## src/rtl/ahb_apb_master_arb_pkg.sv

```systemverilog
// Shared encodings for the two-master AHB-lite arbiter in front of the APB bridge.
// Transfer types, responses, arbiter owner and error-response state codes.
package ahb_apb_master_arb_pkg;

  localparam logic [1:0] HTRANS_IDLE   = 2'b00;
  localparam logic [1:0] HTRANS_BUSY   = 2'b01;
  localparam logic [1:0] HTRANS_NONSEQ = 2'b10;
  localparam logic [1:0] HTRANS_SEQ    = 2'b11;

  localparam logic [1:0] HRESP_OKAY  = 2'b00;
  localparam logic [1:0] HRESP_ERROR = 2'b01;

  localparam logic OWN_M0 = 1'b0;
  localparam logic OWN_M1 = 1'b1;

  localparam logic [1:0] ERR_IDLE = 2'b00;
  localparam logic [1:0] ERR_1    = 2'b01;
  localparam logic [1:0] ERR_2    = 2'b10;

  function automatic logic addr_hit(input logic [31:0] addr,
                                    input logic [31:0] base,
                                    input logic [31:0] mask);
    return ((addr & mask) == base);
  endfunction

endpackage

```

## src/rtl/ahb_default_slave.sv

```systemverilog
// Local default slave: two-cycle ERROR response for out-of-window transfers and
// the shared Hready/Hresp mux between the error responder and the bridge.
module ahb_default_slave
  import ahb_apb_master_arb_pkg::*;
(
  input  logic       clk,
  input  logic       rst_n,
  input  logic       dsel_err,
  input  logic       dsel_bridge,
  input  logic       miss_addr,
  input  logic       bridge_ready,
  input  logic [1:0] bridge_resp,
  output logic       ready,
  output logic [1:0] resp,
  output logic       err_busy
);

  logic [1:0] err_state_r;
  logic [1:0] err_next_s;
  logic       accept_miss_s;

  assign accept_miss_s = ready & miss_addr;
  assign err_busy      = (err_state_r == ERR_1);

  // Shared ready/response seen by both masters
  always_comb begin
    ready = 1'b1;
    resp  = HRESP_OKAY;
    if (dsel_err) begin
      case (err_state_r)
        ERR_1: begin
          ready = 1'b0;
          resp  = HRESP_ERROR;
        end
        ERR_2: begin
          ready = 1'b1;
          resp  = HRESP_ERROR;
        end
        default: begin
          ready = 1'b1;
          resp  = HRESP_OKAY;
        end
      endcase
    end else if (dsel_bridge) begin
      ready = bridge_ready;
      resp  = bridge_resp;
    end else begin
      ready = 1'b1;
      resp  = HRESP_OKAY;
    end
  end

  // Error FSM next state; a miss accepted during ERR_2 re-enters ERR_1 directly
  always_comb begin
    err_next_s = ERR_IDLE;
    case (err_state_r)
      ERR_IDLE: err_next_s = accept_miss_s ? ERR_1 : ERR_IDLE;
      ERR_1:    err_next_s = ERR_2;
      ERR_2:    err_next_s = accept_miss_s ? ERR_1 : ERR_IDLE;
      default:  err_next_s = ERR_IDLE;
    endcase
  end

  // Error FSM state register
  always_ff @(posedge clk or negedge rst_n) begin
    if (!rst_n) begin
      err_state_r <= ERR_IDLE;
    end else begin
      err_state_r <= err_next_s;
    end
  end

endmodule

```

## src/rtl/ahb_apb_master_arb.sv

```systemverilog
// Two-master AHB-lite round-robin arbiter and bridge-window decoder.
// Optional bus locking is compiled in with the ARB_LOCK_EN macro.
module ahb_apb_master_arb
  import ahb_apb_master_arb_pkg::*;
#(
  parameter logic [31:0] BRIDGE_BASE = 32'h0000_0000,
  parameter logic [31:0] BRIDGE_MASK = 32'hFFFF_0000
) (
  input  logic        Hclk,
  input  logic        Hrstn,
  input  logic        Hbusreq_m0,
  input  logic        Hbusreq_m1,
  input  logic [1:0]  Htrans_m0,
  input  logic [1:0]  Htrans_m1,
  input  logic [31:0] Haddr_m0,
  input  logic [31:0] Haddr_m1,
  input  logic        Hwrite_m0,
  input  logic        Hwrite_m1,
  input  logic [31:0] Hwdata_m0,
  input  logic [31:0] Hwdata_m1,
`ifdef ARB_LOCK_EN
  input  logic        Hlock_m0,
  input  logic        Hlock_m1,
`endif
  output logic        Hgrant_m0,
  output logic        Hgrant_m1,
  output logic        Hmaster,
  output logic [1:0]  Htrans,
  output logic [31:0] Haddr,
  output logic        Hwrite,
  output logic [31:0] Hwdata,
  output logic        Hsel_APB,
  input  logic        Hready_out,
  input  logic [1:0]  Hresp_in,
  output logic        Hready,
  output logic [1:0]  Hresp
);

  logic       owner_r;
  logic       ptr_r;
  logic       downer_r;
  logic       dsel_bridge_r;
  logic       dsel_err_r;
  logic [1:0] htrans_s;
  logic       own_req_s;
  logic       other_req_s;
  logic       own_free_s;
  logic       hit_s;
  logic       miss_s;
  logic       handover_s;
  logic       lock_block_s;
  logic       ready_s;
  logic       err_busy_s;

  // Address-phase mux by current owner
  always_comb begin
    htrans_s    = Htrans_m0;
    Haddr       = Haddr_m0;
    Hwrite      = Hwrite_m0;
    own_req_s   = Hbusreq_m0;
    other_req_s = Hbusreq_m1;
    if (owner_r == OWN_M1) begin
      htrans_s    = Htrans_m1;
      Haddr       = Haddr_m1;
      Hwrite      = Hwrite_m1;
      own_req_s   = Hbusreq_m1;
      other_req_s = Hbusreq_m0;
    end else begin
      htrans_s    = Htrans_m0;
      Haddr       = Haddr_m0;
      Hwrite      = Hwrite_m0;
      own_req_s   = Hbusreq_m0;
      other_req_s = Hbusreq_m1;
    end
  end

  // Write data follows whoever owned the previous accepted address phase
  always_comb begin
    Hwdata = Hwdata_m0;
    if (downer_r == OWN_M1) begin
      Hwdata = Hwdata_m1;
    end else begin
      Hwdata = Hwdata_m0;
    end
  end

  assign Htrans    = htrans_s;
  assign Hmaster   = owner_r;
  assign Hgrant_m0 = (owner_r == OWN_M0);
  assign Hgrant_m1 = (owner_r == OWN_M1);
  assign hit_s     = addr_hit(Haddr, BRIDGE_BASE, BRIDGE_MASK);
  assign miss_s    = htrans_s[1] & ~hit_s;
  assign Hsel_APB  = htrans_s[1] & hit_s & ~err_busy_s;
  assign Hready    = ready_s;

  // A burst in progress (SEQ/BUSY) is never broken; a requesting owner keeps the bus until IDLE
  assign own_free_s = (htrans_s == HTRANS_IDLE) ||
                      (!own_req_s && (htrans_s != HTRANS_SEQ) && (htrans_s != HTRANS_BUSY));
  assign handover_s = ready_s & own_free_s & other_req_s & ~lock_block_s;

`ifdef ARB_LOCK_EN
  logic lock_r;
  logic own_lock_s;

  assign own_lock_s   = (owner_r == OWN_M1) ? Hlock_m1 : Hlock_m0;
  assign lock_block_s = lock_r | (own_lock_s & (htrans_s == HTRANS_NONSEQ));

  // Lock is captured with a locked NONSEQ and released by an unlocked IDLE
  always_ff @(posedge Hclk or negedge Hrstn) begin
    if (!Hrstn) begin
      lock_r <= 1'b0;
    end else if (ready_s) begin
      if (handover_s) begin
        lock_r <= 1'b0;
      end else if (own_lock_s && (htrans_s == HTRANS_NONSEQ)) begin
        lock_r <= 1'b1;
      end else if (!own_lock_s && (htrans_s == HTRANS_IDLE)) begin
        lock_r <= 1'b0;
      end
    end
  end
`else
  assign lock_block_s = 1'b0;
`endif

  // Owner and round-robin pointer; both frozen while Hready is low
  always_ff @(posedge Hclk or negedge Hrstn) begin
    if (!Hrstn) begin
      owner_r <= OWN_M0;
      ptr_r   <= OWN_M1;
    end else if (handover_s) begin
      owner_r <= ptr_r;
      ptr_r   <= owner_r;
    end
  end

  // Data-phase tracking registers
  always_ff @(posedge Hclk or negedge Hrstn) begin
    if (!Hrstn) begin
      downer_r      <= OWN_M0;
      dsel_bridge_r <= 1'b0;
      dsel_err_r    <= 1'b0;
    end else if (ready_s) begin
      downer_r      <= owner_r;
      dsel_bridge_r <= htrans_s[1] & hit_s;
      dsel_err_r    <= miss_s;
    end
  end

  ahb_default_slave u_default_slave (
    .clk          (Hclk),
    .rst_n        (Hrstn),
    .dsel_err     (dsel_err_r),
    .dsel_bridge  (dsel_bridge_r),
    .miss_addr    (miss_s),
    .bridge_ready (Hready_out),
    .bridge_resp  (Hresp_in),
    .ready        (ready_s),
    .resp         (Hresp),
    .err_busy     (err_busy_s)
  );

endmodule

```

## config.mk

```make
export PLATFORM = sky130hd
export DESIGN_NAME = ahb_apb_master_arb
export DESIGN_NICKNAME = d
export VERILOG_FILES = /design/src/rtl/ahb_apb_master_arb_pkg.sv /design/src/rtl/ahb_default_slave.sv /design/src/rtl/ahb_apb_master_arb.sv
export SDC_FILE = /design/constraint.sdc
export NUM_CORES = 1
export LEC_CHECK = 0
export CORE_AREA = 2 2 84 86
export CTS_CLUSTER_SIZE = 28
export DETAILED_ROUTE_END_ITERATION = 10
export DIE_AREA = 0 0 86 88
export PLACE_DENSITY = 0.83
export SYNTH_ARGS = -nofsm -noshare
export SYNTH_HDL_FRONTEND = slang
export SYNTH_SLANG_ARGS = --single-unit
```

## constraint.sdc

```tcl
create_clock -name Hclk -period 2.2 [get_ports Hclk]
set_clock_uncertainty 0.1 [all_clocks]
set_input_delay 0.66 -clock Hclk [delete_from_list [all_inputs] [get_ports Hclk]]
set_output_delay 0.66 -clock Hclk [all_outputs]
set_load 0.01 [all_outputs]
```

==> qor.csv <==
stage;metric;value;unit
outcome;run status;finished with violations;
outcome;violations in the final reports;negative setup slack;
synth;fraction of synthesized cell area taken by the top area cell type;54.8;%
detailed_routing;mean routed wirelength per cell;17.5;µm
synth;Post-synth ARST share;100;%
finish;Area growth, synth to finish;217;%
finish;share of post-route cells with drive strength above 1;56.8;%
placement;worst setup timing slack at the placement stage;-1.16;ns
synth;number of standard cells after synthesis;136;
critical_path;kind of capture point of the worst setup path;primary output;
finish;Antenna Diode Count;0;
hold_path;class of the tightest hold or removal check;reg -> reg;
synth;largest area contributor in the synthesized netlist;sky130_fd_sc_hd__mux2_2;
critical_path;critical path class;in -> out;
synth;prevailing post-synth register cell;sky130_fd_sc_hd__dfrtp_1;
placement;PortBufs;214;
synth;mean instance size in the synthesized netlist;9.82;µm²
floorplan;chip height;88;µm
clock_network;Inserted Clock Buffers;3;
power_and_ir_drop;power density cells;325;mW/mm²
detailed_routing;remaining routing DRC violations;0;
global_route;maximum number of pins on one net before global-route repair;34;
clock_network;CTS tree;built;
power_and_ir_drop;internal power consumption;892;µW
detailed_routing;number of iterations in the first detailed-routing pass;4;
clock_network;clock-pin slew reported for the worst setup and hold paths after clock tree synthesis;0.04;ns
synth;Seq cells post-synth;7;
detailed_routing;number of design-rule violations left by the first detailed-router iteration;19;
critical_path;WP data arrival;1.82;ns
critical_path;CP max stage cell;sky130_fd_sc_hd__nor4_4;
timing;worst hold margin;0.439;ns
power_and_ir_drop;Psw;485;µW
timing;worst-case setup margin in the final layout;-0.379;ns
synth;Post-Syn Nets;282;
global_route;total grt overflow;0;
timing;RSZ-0062 raised after global routing;yes;
critical_path;category of the worst setup path launch point;primary input;
global_route;initial antenna violation count;0;
power_and_ir_drop;Switching Share;35.2;%
timing;Max-slew headroom;77.8;%
floorplan;initial core utilization;20.1;%
global_route;met1 Resource Use GR;18.2;%
power_and_ir_drop;largest vdd supply drop;0.259;mV
power_and_ir_drop;share of total power in sequential cells;13.0;%
synth;most common cell in the synthesized netlist;sky130_fd_sc_hd__mux2_2;
placement;estimated wirelength of the detail-placed design;5.88;mm
critical_path;Crit path largest cell delay;0.27;ns
synth;Yosys warning count;0;
timing;part of the cycle the worst path needs;117;%
finish;filler cell count;537;
critical_path;Required @ worst endpoint;1.44;ns
detailed_routing;vias;2185;
finish;number of nets in the final layout;538;
floorplan;Die X;86;µm
critical_path;category of cells accounting for the largest share of critical-path delay;simple AND/OR/NAND/NOR gates;
detailed_routing;ANT nets after route;0;
clock_network;total number of H-tree levels;1;
power_and_ir_drop;static leakage power;0.00207;µW
timing;Max Transition Viols Final;0;
global_route;global-route met3 utilization;4.62;%
detailed_routing;sum of routed wire length over all layers;8.23;mm
power_and_ir_drop;sum of internal, switching and leakage power;1380;µW
timing;Tightest Pin Transition;0.332;ns
floorplan;row count;30;
synth;sequential-to-total area share from yosys stat;13.2;%
global_route;global-route wire length before repair;11.3;mm
global_route;vias in the first global route;2345;
clock_network;cell at the root of the clock tree;sky130_fd_sc_hd__clkbuf_8;
global_route;most utilized layer in the global route result;met2;
global_route;Total GRT Usage;19.0;%
synth;main area contributors after synthesis;sky130_fd_sc_hd__mux2_2 (55%), sky130_fd_sc_hd__dfrtp_1 (11%), sky130_fd_sc_hd__ha_1 (4.7%), sky130_fd_sc_hd__nor4_1 (2.3%), sky130_fd_sc_hd__buf_2 (2.2%);
timing;Max Clock Freq;388;MHz
synth;Post-Synthesis Cell Area;0.00134;mm²
clock_network;clock sink total;7;
floorplan;die area;0.00757;mm²
floorplan;core box area;0.00664;mm²
timing;clock period minus final worst setup slack;2.58;ns
critical_path;buffering stage count on the worst path with inverters included;2;
power_and_ir_drop;clock group share of total power;14.3;%
detailed_routing;per-cell via count in the routed design;4.64;
job;number of max-cap violations;0;
finish;end-of-flow core utilization;63.8;%
floorplan;top-level port count;215;
clock_network;worst skew pair latency;0.24;ns
synth;number of different library cells in the post-synthesis netlist;33;
timing;final number of hold-violating endpoints;0;
timing;Setup violations, final;26;
critical_path;cell-by-cell trace of the critical path;buf_2 -> nor4_4 -> nand4_1 -> a21oi_2 -> nor3b_4 -> buf_6;
clock_network;clk buf depth;2;
global_route;GR met2 Demand/Resource;39.3;%
synth;count of flip-flops with a built-in enable after synthesis;0;
power_and_ir_drop;fraction of power consumed by combinational cells;72.7;%
critical_path;largest fanout of any net on the critical path;2;
placement;gp weighted congestion;0.745;
synth;leading post-synthesis cells by instance count;sky130_fd_sc_hd__mux2_2 (65), sky130_fd_sc_hd__nand2_1 (8), sky130_fd_sc_hd__buf_2 (6), sky130_fd_sc_hd__dfrtp_1 (6), sky130_fd_sc_hd__inv_1 (6);
state kept, by name, indices dropped and copies added (netlist names):
signal                       cells
u_default_slave.err_state_r      2
Hgrant_m1                        1
downer_r                         1
dsel_bridge_r                    1
dsel_err_r                       1
ptr_r                            1
power by group through the flow:
stage	registers, µW	logic, µW	clock network [µW]
6_report	179	1000	197
5_1_grt	183	1060	202
4_1_cts	178	961	190
3_5_place_dp	179	921	0
3_3_place_gp	176	905	0
2_1_floorplan	184	293	0
layer usage:
metal  wire [µm]  part of all wire, %
met5           0                    0
met4         183                  2.2
met3         742                  9.0
met2        4640                   56
met1        2670                   32
worst min-delay path: cells and delay by family (launching register included):
kind | cells | cell delay, ns
DFF | 1 | 0.38
buffers and inverters | 1 | 0.08
AOI/OAI and AO/OA | 1 | 0.07
cells by family after synthesis:
family | count (synthesis) | share of synthesized area, %
muxes | 67 | 56.6
AOI/OAI and AO/OA | 12 | 6.84
DFF | 7 | 13.2
adders and majority gates | 5 | 4.69
buffers and inverters | 16 | 5.90
and+or+nand+nor | 29 | 12.7
path summary, 6_finish.rpt:
path	startpoint	slack [ns]	depth (start not counted)	end
worst max-delay path	Haddr_m0[17]	-0.38	6	Hsel_APB
worst min-delay path	ptr_r	0.44	2	ptr_r
worst max register to register	Hgrant_m1	0.02	12	Hgrant_m1
worst min register to register	ptr_r	0.44	2	ptr_r
max in group asynchronous	Hrstn	1.12	1	ptr_r
min in group asynchronous	Hrstn	0.58	1	downer_r
layout by cell type, fill, tap and decap left out, drive strengths merged, types with 6 or more instances in the layout:
master / count
buf: 126
dlygate4sd2: 89
mux2: 65
clkdlybuf4s50: 24
clkdlybuf4s15: 10
nand2: 9
clkbuf: 9
inv: 7
dfrtp: 6
dlymetal6s2s: 6
per-stage QoR:
stage,TNS (ns),area (µm²),cells
2_1_floorplan,-0.0182,1350,136
3_3_place_gp,-27.43,3710,440
3_5_place_dp,-28.25,3710,440
4_1_cts,-2.47,4150,469
5_1_grt,-5.23,4240,471
6_report,-4.44,4240,471
timing repair:
item | 4_1_cts | 5_1_grt
hold buffers | 0 | 0
gates resized for setup | 567 | 49
gates cloned | 3 | 0
buffers inserted | 22 | 11
endpoints found under the setup margin | 74 | 45
pin swaps | 18 | 7
area by class of cell:
class,count,area (µm²),area share [%]
timing repair buffer,260,2510,59.2
multi-input combinational,113,1380,32.5
sequential,7,176,4.16
tap,80,100,2.36
clock buffer,4,45.0,1.06
inverter,7,28.8,0.679
Note: power is estimated with default switching activity, not from simulation.
